<file path="src/rtl/pong_pkg.sv">
// Shared types, constants and helpers for the Pong ball datapath.
package pong_pkg;

    // Ball engine states; the encoding is visible on the state output.
    typedef enum logic [1:0] {
        ST_IDLE       = 2'd0,
        ST_SERVE_WAIT = 2'd1,
        ST_PLAY       = 2'd2,
        ST_SCORED     = 2'd3
    } ball_state_t;

    // Galois tap mask for x^8 + x^6 + x^5 + x^4 + 1 with a right-shifting register.
    localparam int          LFSR_W    = 8;
    localparam logic [7:0]  LFSR_TAPS = 8'hB8;

    // Fixed-point coordinate of the centre of a dimension of 'dim' pixels.
    function automatic int centre_fx(input int dim, input int frac_w);
        return (dim / 2) << frac_w;
    endfunction

    // Fixed-point coordinate of the last pixel of a dimension of 'dim' pixels.
    function automatic int edge_fx(input int dim, input int frac_w);
        return (dim - 1) << frac_w;
    endfunction

    // Speed increase that never passes the ceiling.
    function automatic int sat_add(input int a, input int b, input int limit);
        return (a + b > limit) ? limit : a + b;
    endfunction

endpackage

</file>
<file path="src/rtl/serve_lfsr.sv">
// 8-bit Galois LFSR supplying the random serve direction and slope bits.
module serve_lfsr
    import pong_pkg::*;
#(
    parameter logic [LFSR_W-1:0] SEED = 8'hA5
) (
    input  logic       clk,
    input  logic       reset,
    input  logic       i_en,
    output logic [3:0] o_draw
);

    logic [LFSR_W-1:0] r_lfsr;

    // Shift right each enabled cycle, folding the dropped bit back in through the taps.
    // NOTE: clocked state is assigned with <= so every flop samples pre-edge values.
    always_ff @(posedge clk) begin
        if (reset) begin
            r_lfsr <= SEED;
        end else if (i_en) begin
            r_lfsr <= {1'b0, r_lfsr[LFSR_W-1:1]} ^ (r_lfsr[0] ? LFSR_TAPS : '0);
        end
    end

    assign o_draw = r_lfsr[3:0];

endmodule

</file>
<file path="src/rtl/ball_motion_ctrl.sv">
// Fixed-point ball engine: serve, wall and paddle bounces, speed-up and scoring.
module ball_motion_ctrl
    import pong_pkg::*;
#(
    parameter int          FIELD_W     = 64,
    parameter int          FIELD_H     = 64,
    parameter int          FRAC_W      = 4,
    parameter int          VEL_INIT    = 8,
    parameter int          VEL_STEP    = 4,
    parameter int          VEL_MAX     = 32,
    parameter int          SERVE_DELAY = 4,
    parameter logic [7:0]  LFSR_SEED   = 8'hA5,
    localparam int         PX_W        = $clog2(FIELD_W),
    localparam int         PY_W        = $clog2(FIELD_H),
    localparam int         VEL_W       = $clog2(VEL_MAX + 1)
) (
    input  logic             clk,
    input  logic             reset,
    input  logic             move_tick,
    input  logic             serve,
    input  logic             paddle_hit_l,
    input  logic             paddle_hit_r,
    output logic [PX_W-1:0]  ball_x,
    output logic [PY_W-1:0]  ball_y,
    output logic             dir_x,
    output logic             dir_y,
    output logic [VEL_W-1:0] speed,
    output logic [1:0]       state,
    output logic             point_l,
    output logic             point_r
);

    // Position registers carry FRAC_W fraction bits; arithmetic gets one guard bit.
    localparam int X_W   = PX_W + FRAC_W;
    localparam int Y_W   = PY_W + FRAC_W;
    localparam int AX_W  = X_W + 1;
    localparam int AY_W  = Y_W + 1;
    localparam int CNT_W = $clog2(SERVE_DELAY + 1);

    localparam logic [X_W-1:0]  CENTER_X = X_W'(centre_fx(FIELD_W, FRAC_W));
    localparam logic [Y_W-1:0]  CENTER_Y = Y_W'(centre_fx(FIELD_H, FRAC_W));
    localparam logic [AX_W-1:0] X_EDGE   = AX_W'(edge_fx(FIELD_W, FRAC_W));
    localparam logic [AY_W-1:0] Y_EDGE   = AY_W'(edge_fx(FIELD_H, FRAC_W));

    ball_state_t      r_state;
    logic [X_W-1:0]   r_x;
    logic [Y_W-1:0]   r_y;
    logic             r_dir_x;
    logic             r_dir_y;
    logic [VEL_W-1:0] r_speed;
    logic [VEL_W-1:0] r_vy_mag;
    logic [CNT_W-1:0] r_cnt;
    logic             r_point_l;
    logic             r_point_r;
    logic             r_pend_l;
    logic             r_pend_r;

    logic [3:0]       w_draw;
    logic [VEL_W-1:0] w_draw_vy;
    logic [VEL_W-1:0] w_speed_up;
    logic [AX_W-1:0]  w_x_ext;
    logic [AX_W-1:0]  w_spd_ext;
    logic [AX_W-1:0]  w_x_plus;
    logic [AY_W-1:0]  w_y_ext;
    logic [AY_W-1:0]  w_vy_ext;
    logic [AY_W-1:0]  w_y_plus;
    logic             w_bounce;
    logic             w_exit_left;
    logic             w_exit_right;
    logic [X_W-1:0]   w_x_next;
    logic [Y_W-1:0]   w_y_next;
    logic             w_flip_y;

    serve_lfsr #(
        .SEED   (LFSR_SEED)
    ) u_lfsr (
        .clk    (clk),
        .reset  (reset),
        .i_en   (1'b1),
        .o_draw (w_draw)
    );

    assign w_draw_vy  = VEL_W'(VEL_INIT >> w_draw[3:2]);
    assign w_speed_up = VEL_W'(sat_add(int'(r_speed), VEL_STEP, VEL_MAX));
    assign w_x_ext    = {1'b0, r_x};
    assign w_spd_ext  = AX_W'(r_speed);
    assign w_x_plus   = w_x_ext + w_spd_ext;
    assign w_y_ext    = {1'b0, r_y};
    assign w_vy_ext   = AY_W'(r_vy_mag);
    assign w_y_plus   = w_y_ext + w_vy_ext;

    // A bounce is due when a hit toward the current direction is pending or arriving now.
    assign w_bounce = r_dir_x ? (r_pend_r | paddle_hit_r) : (r_pend_l | paddle_hit_l);

    // Next X on a move tick: bounce moves the old speed the new way, else move or exit.
    // NOTE: every always_comb output gets a default first so no latch can be inferred.
    always_comb begin
        w_x_next     = r_x;
        w_exit_left  = 1'b0;
        w_exit_right = 1'b0;
        if (w_bounce) begin
            if (r_dir_x) begin
                w_x_next = (w_x_ext < w_spd_ext) ? '0 : X_W'(w_x_ext - w_spd_ext);
            end else begin
                w_x_next = (w_x_plus > X_EDGE) ? X_EDGE[X_W-1:0] : X_W'(w_x_plus);
            end
        end else if (!r_dir_x) begin
            if (w_x_ext < w_spd_ext) begin
                w_x_next    = '0;
                w_exit_left = 1'b1;
            end else begin
                w_x_next = X_W'(w_x_ext - w_spd_ext);
            end
        end else begin
            if (w_x_plus > X_EDGE) begin
                w_x_next     = X_EDGE[X_W-1:0];
                w_exit_right = 1'b1;
            end else begin
                w_x_next = X_W'(w_x_plus);
            end
        end
    end

    // Next Y on a move tick: clamp onto a wall and flip, otherwise move by vy_mag.
    always_comb begin
        w_y_next = r_y;
        w_flip_y = 1'b0;
        if (r_dir_y) begin
            if (w_y_plus >= Y_EDGE) begin
                w_y_next = Y_EDGE[Y_W-1:0];
                w_flip_y = 1'b1;
            end else begin
                w_y_next = Y_W'(w_y_plus);
            end
        end else begin
            if (w_y_ext <= w_vy_ext) begin
                w_y_next = '0;
                w_flip_y = 1'b1;
            end else begin
                w_y_next = Y_W'(w_y_ext - w_vy_ext);
            end
        end
    end

    // Rally state machine; owns position, direction, speeds, hit latches and score pulses.
    always_ff @(posedge clk) begin
        if (reset) begin
            r_state   <= ST_IDLE;
            r_x       <= CENTER_X;
            r_y       <= CENTER_Y;
            r_dir_x   <= 1'b1;
            r_dir_y   <= 1'b1;
            r_speed   <= VEL_W'(VEL_INIT);
            r_vy_mag  <= VEL_W'(VEL_INIT);
            r_cnt     <= '0;
            r_point_l <= 1'b0;
            r_point_r <= 1'b0;
            r_pend_l  <= 1'b0;
            r_pend_r  <= 1'b0;
        end else begin
            r_point_l <= 1'b0;
            r_point_r <= 1'b0;
            case (r_state)
                ST_IDLE: begin
                    if (serve) begin
                        r_dir_x  <= w_draw[0];
                        r_dir_y  <= w_draw[1];
                        r_vy_mag <= w_draw_vy;
                        r_speed  <= VEL_W'(VEL_INIT);
                        r_cnt    <= CNT_W'(SERVE_DELAY);
                        r_state  <= ST_SERVE_WAIT;
                    end
                end
                ST_SERVE_WAIT: begin
                    if (move_tick) begin
                        r_cnt <= r_cnt - CNT_W'(1);
                        if (r_cnt <= CNT_W'(1)) begin
                            r_state <= ST_PLAY;
                        end
                    end
                end
                ST_PLAY: begin
                    if (!move_tick) begin
                        if (paddle_hit_l && !r_dir_x) r_pend_l <= 1'b1;
                        if (paddle_hit_r &&  r_dir_x) r_pend_r <= 1'b1;
                    end else begin
                        r_x <= w_x_next;
                        r_y <= w_y_next;
                        if (w_flip_y) r_dir_y <= ~r_dir_y;
                        if (w_bounce) begin
                            r_dir_x  <= ~r_dir_x;
                            r_speed  <= w_speed_up;
                            r_pend_l <= 1'b0;
                            r_pend_r <= 1'b0;
                        end else if (w_exit_left) begin
                            r_point_r <= 1'b1;
                            r_state   <= ST_SCORED;
                        end else if (w_exit_right) begin
                            r_point_l <= 1'b1;
                            r_state   <= ST_SCORED;
                        end
                    end
                end
                ST_SCORED: begin
                    if (move_tick) begin
                        r_x      <= CENTER_X;
                        r_y      <= CENTER_Y;
                        r_dir_x  <= w_draw[0];
                        r_dir_y  <= w_draw[1];
                        r_vy_mag <= w_draw_vy;
                        r_speed  <= VEL_W'(VEL_INIT);
                        r_cnt    <= CNT_W'(SERVE_DELAY);
                        r_state  <= ST_SERVE_WAIT;
                    end
                end
            endcase
        end
    end

    assign ball_x  = r_x[X_W-1:FRAC_W];
    assign ball_y  = r_y[Y_W-1:FRAC_W];
    assign dir_x   = r_dir_x;
    assign dir_y   = r_dir_y;
    assign speed   = r_speed;
    assign state   = r_state;
    assign point_l = r_point_l;
    assign point_r = r_point_r;

endmodule

</file>
<file path="config.mk">
export PLATFORM = sky130hd
export DESIGN_NAME = ball_motion_ctrl
export DESIGN_NICKNAME = d
export VERILOG_FILES = /design/src/rtl/pong_pkg.sv /design/src/rtl/serve_lfsr.sv /design/src/rtl/ball_motion_ctrl.sv
export SDC_FILE = /design/constraint.sdc
export NUM_CORES = 1
export LEC_CHECK = 0
export ABC_CLOCK_PERIOD_IN_PS = 3540
export CORE_MARGIN = 5
export CORE_UTILIZATION = 55
export CTS_BUF_LIST = sky130_fd_sc_hd__clkbuf_8
export DETAILED_ROUTE_END_ITERATION = 16
export PLACE_DENSITY_LB_ADDON = 0.3
export SYNTH_ARGS = -nofsm -noshare
export SYNTH_HDL_FRONTEND = slang
export SYNTH_SLANG_ARGS = --single-unit
</file>
<file path="constraint.sdc">
create_clock -name clk -period 3.54 [get_ports clk]
set_clock_uncertainty 0.2 [all_clocks]
set_input_delay 0.354 -clock clk [delete_from_list [all_inputs] [get_ports clk]]
set_output_delay 0.354 -clock clk [all_outputs]
set_load 0.05 [all_outputs]
</file>
==> results.md <==
Layout:
- The post-layout instance area is 3820 sq um.
- In the final layout, the share of cells above drive strength 1 is 0.0655.
- The area added between synthesis and finish is 9.20%.
- The end-of-flow core utilization is 0.608.
- Leaving out filler cells and counting taps, the final layout contains 535.
- For this run, the post-layout net count is 492.
- The number of antenna diodes in the final layout is 0.

Critical path:
- By startpoint and endpoint, the worst setup path is classified as reg -> reg.
- Of all nets on the critical path, the largest fanout is 6.
- The type of destination of the critical path is a flip-flop.
- For the worst setup path, the data arrival time is 2900 ps.
- The worst setup path is launched from a flip-flop.
- For the worst setup path, the data required time is 3530 ps.

CTS:
- The number of hold buffers added after CTS was 0.
- At the later pin of the worst-skew pair, clock insertion delay measures 310 ps.
- Buffers added to address setup during post-CTS repair amount to 0.
- The number of instances resized during post-cts repair is 0.
- The total CTS buffers is 5.
- In this run the number of H-tree levels came out at 2.
- The clock sink total is 47.
- After clock tree synthesis, the clock-pin slew on the worst setup and hold paths is 90 ps.
- The tree is rooted in a clkbuf_8.
- No sink is reached through more buffers than the 2 on the longest clock path.
- TritonCTS built the clock tree.

GRT:
- For this run, the total global-route usage over all layers was measured as 0.206.
- The wire length of the first global-routing pass is 14.2 mm.
- The number of antenna violations at the first check in global routing was 0.
- The via count of the first global-routing pass is 3,050.
- Entering global routing, the biggest net connects 31 pins.
- The global-route congestion overflow total is 0.

Timing:
- The number of pins exceeding their max-slew limit in the final report came to 0.
- Setup repair after global routing left no endpoint under its margin.
- For the pin with the worst max-slew slack, the measured transition is 718 ps.
- The worst slew margin relative to its limit is 0.519.
- The number of endpoints failing setup at the final stage is 0.
- The post-route worst hold slack is 258 ps.
- The highest attainable clock frequency is 0.343 GHz.
- The worst path in the final design needs a cycle of 2910 ps, including I/O delays and setup.
- The setup slack after layout is 628 ps.
- Adding up every negative setup slack in the final design gives 0 ps.
- Dividing the final minimum period by the clock period gives 0.823.
- The final hold violation count is 0.

Place:
- Port buffering added 27 buffers.
- Detailed placement ended at an HPWL of 6.23 mm.
- Counting tap cells, the placed design contains a total of 527 instances.
- Timing analysis after detailed placement gives a worst setup slack of 723 ps.
- Routability-driven placement finished with a final weighted congestion of 0.997.
- The post-detailed-placement cell area is 3700 sq um.

Power:
- Of the total power, the clock network draws 0.183.
- The switching power share of the total is 0.453.
- The areal power density over the cells is 587 nW/um^2.
- The combinational power share is 0.505.
- The power consumption is 2.24 mW.
- The part of the power in registers is 0.311.
- The total internal power is 1.22 mW.
- IR analysis of the VDD net gives a maximum drop of 0.417 mV.
- The reported leakage power is 1.49 nW.
- The net switching power figure is 1.01 mW.

Logic synthesis:
- Yosys mapped a number of flops with a built-in enable equal to 0.
- Counting distinct cell types in the post-synthesis netlist gives 68.
- The simple-gate portion of the synthesized area is 0.265.
- The primary flip-flop cell chosen by synthesis mapping is dfxtp_1.
- In this run, synthesis produced a sequential element count of 47.
- Of the total synthesized cell area, the portion taken by full adders, half adders and majority gates is 0.108.
- In the synthesized netlist the async set-or-reset flop fraction comes to 0.
- A synthesized cell averages 7.71 sq um.
- Yosys printed 0 warnings.
- The dominant combinational cell family by area after synthesis is simple AND/OR/NAND/NOR gates.
- After technology mapping, the gate count stands at 453.
- The xor/xnor share of the synthesized area is 0.0251.
- The area fraction in compound gates after synthesis was 0.245.
- The share of cell area taken by muxes after synthesis is 0.00609.
- The portion of the post-synthesis area used by sequential elements is 0.269.
- The synthesized area is 3490 sq um.

Drt:
- Across all layers, the routed design uses 3,297 vias.
- The residual DRC count is 0.
- The DRC marker count from the first detailed-route iteration is 252.
- For this block, the routed nets add up to 8.56 mm of wire.
- After detailed routing, the number of vias per cell comes to 6.16.
- The antenna violation net count after detailed routing is 0.
- The first detailed-routing pass took 5 iterations.
- Dividing the detail-routed wire length by the instance count gives 16.0 um.

Floorplanning:
- In this run the count of I/O pins placed on the die edge is 30.
- The floorplan die height is 89.7 um.
- The die covers 8050 sq um.
- In this run the standard cell core region covers 6280 sq um.
- For this configuration, the core starts out at a cell density of 0.557.
- The die is 89.7 um wide.
- The number of core rows is 29.

Status:
- The run finished with clean final reports.

Job:
- The number of maximum-capacitance constraint violations is 0.

Min path:
- The class of the tightest hold or removal check is reg -> reg.
[registers in the layout (all words and copies together), names as in the netlist]
register       cells
state              2
r_cnt              3
r_pend_l           1
r_y               10
point_l            1
point_r            1
speed              4
dir_x              1
r_x               10
r_pend_r           1
dir_y              1
u_lfsr.r_lfsr      8
r_vy_mag           4
[final timing paths]
kind | slack (ps) | cells past startpoint | startpoint | end
worst max-delay path | 630 | 8 | speed[3] | state[1]
worst min-delay path | 260 | 1 | u_lfsr.r_lfsr[1] | u_lfsr.r_lfsr[0]
worst max register to register | 630 | 8 | speed[3] | state[1]
worst min register to register | 260 | 1 | u_lfsr.r_lfsr[1] | u_lfsr.r_lfsr[0]
[worst max-delay path, cell delays in order (launching register included)]
cell and delay (ps):
dfxtp_1 460, inv_1 100, ha_1 380, nor2b_1 270, o21ai_0 170, a21oi_1 430
o21a_1 280, nor4_1 70, or3b_2 450
[cell usage after synthesis, types with 7 or more instances]
cell type / number / area (sq um)
a211oi_1: 7 / 52.6
nor2_1: 38 / 143
clkbuf_1: 17 / 63.8
nand2_1: 39 / 146
a21oi_1: 34 / 170
o21a_1: 7 / 52.6
ha_1: 27 / 338
dfxtp_1: 47 / 941
o21ai_0: 25 / 125
nor3_1: 18 / 90.1
inv_1: 23 / 86.3
nand3_1: 13 / 65.1
or2_2: 8 / 50.1
nand2b_1: 7 / 43.8
nor2b_1: 12 / 75.1
buf_4: 14 / 105
[power by group through the flow]
stage	sequential, mW	clock (mW)	combinational [mW]
finish	0.697	0.411	1.13
global route	0.711	0.436	1.24
CTS	0.695	0.418	1.12
detailed placement	0.707	0	1.11
global placement	0.702	0	1.10
floorplan	0.750	0	0.806
[layer usage]
metal	global-route usage	vias up	share of wire
met5	0	-	0
met2	0.323	155	0.45
met1	0.283	1504	0.46
met3	0.0434	21	0.074
li1	-	1617	-
met4	0.0630	0	0.015
[layout by cell type, fill, tap and decap left out, types with 5 or more instances in the layout]
cell             instances
inv_1                   23
a21oi_1                 34
nand3_1                 13
clkbuf_8                 5
nor2_1                  38
o21a_1                   7
o31ai_1                  6
nor2b_1                 12
xnor2_1                  6
o31a_1                   5
nor3_1                  18
clkdlybuf4s50_1         27
or3_1                    6
a211o_1                  5
or2_2                    8
dfxtp_1                 47
ha_1                    27
nand2b_1                 7
o21ai_0                 25
nor4_1                   5
nand2_1                 39
nor3b_1                  6
a211oi_1                 7
[area by class of cell]
class,count,area (sq um)
Sequential cell,47,941
Clock inverter,3,43.8
Fill cell,562,2460
Multi-Input combinational cell,349,2280
Timing Repair Buffer,30,293
Inverter,24,90.1
Clock buffer,5,68.8
Tap cell,77,96.3
[logic make-up after synthesis]
group,after synthesis
DFF,47
other,2
and+or+nand+nor,177
muxes,2
buffers and inverters,59
xor gates and xnor gates,10
AOI/OAI and AO/OA,127
adders and majority gates,29
Power figures use the tool's default switching activity.
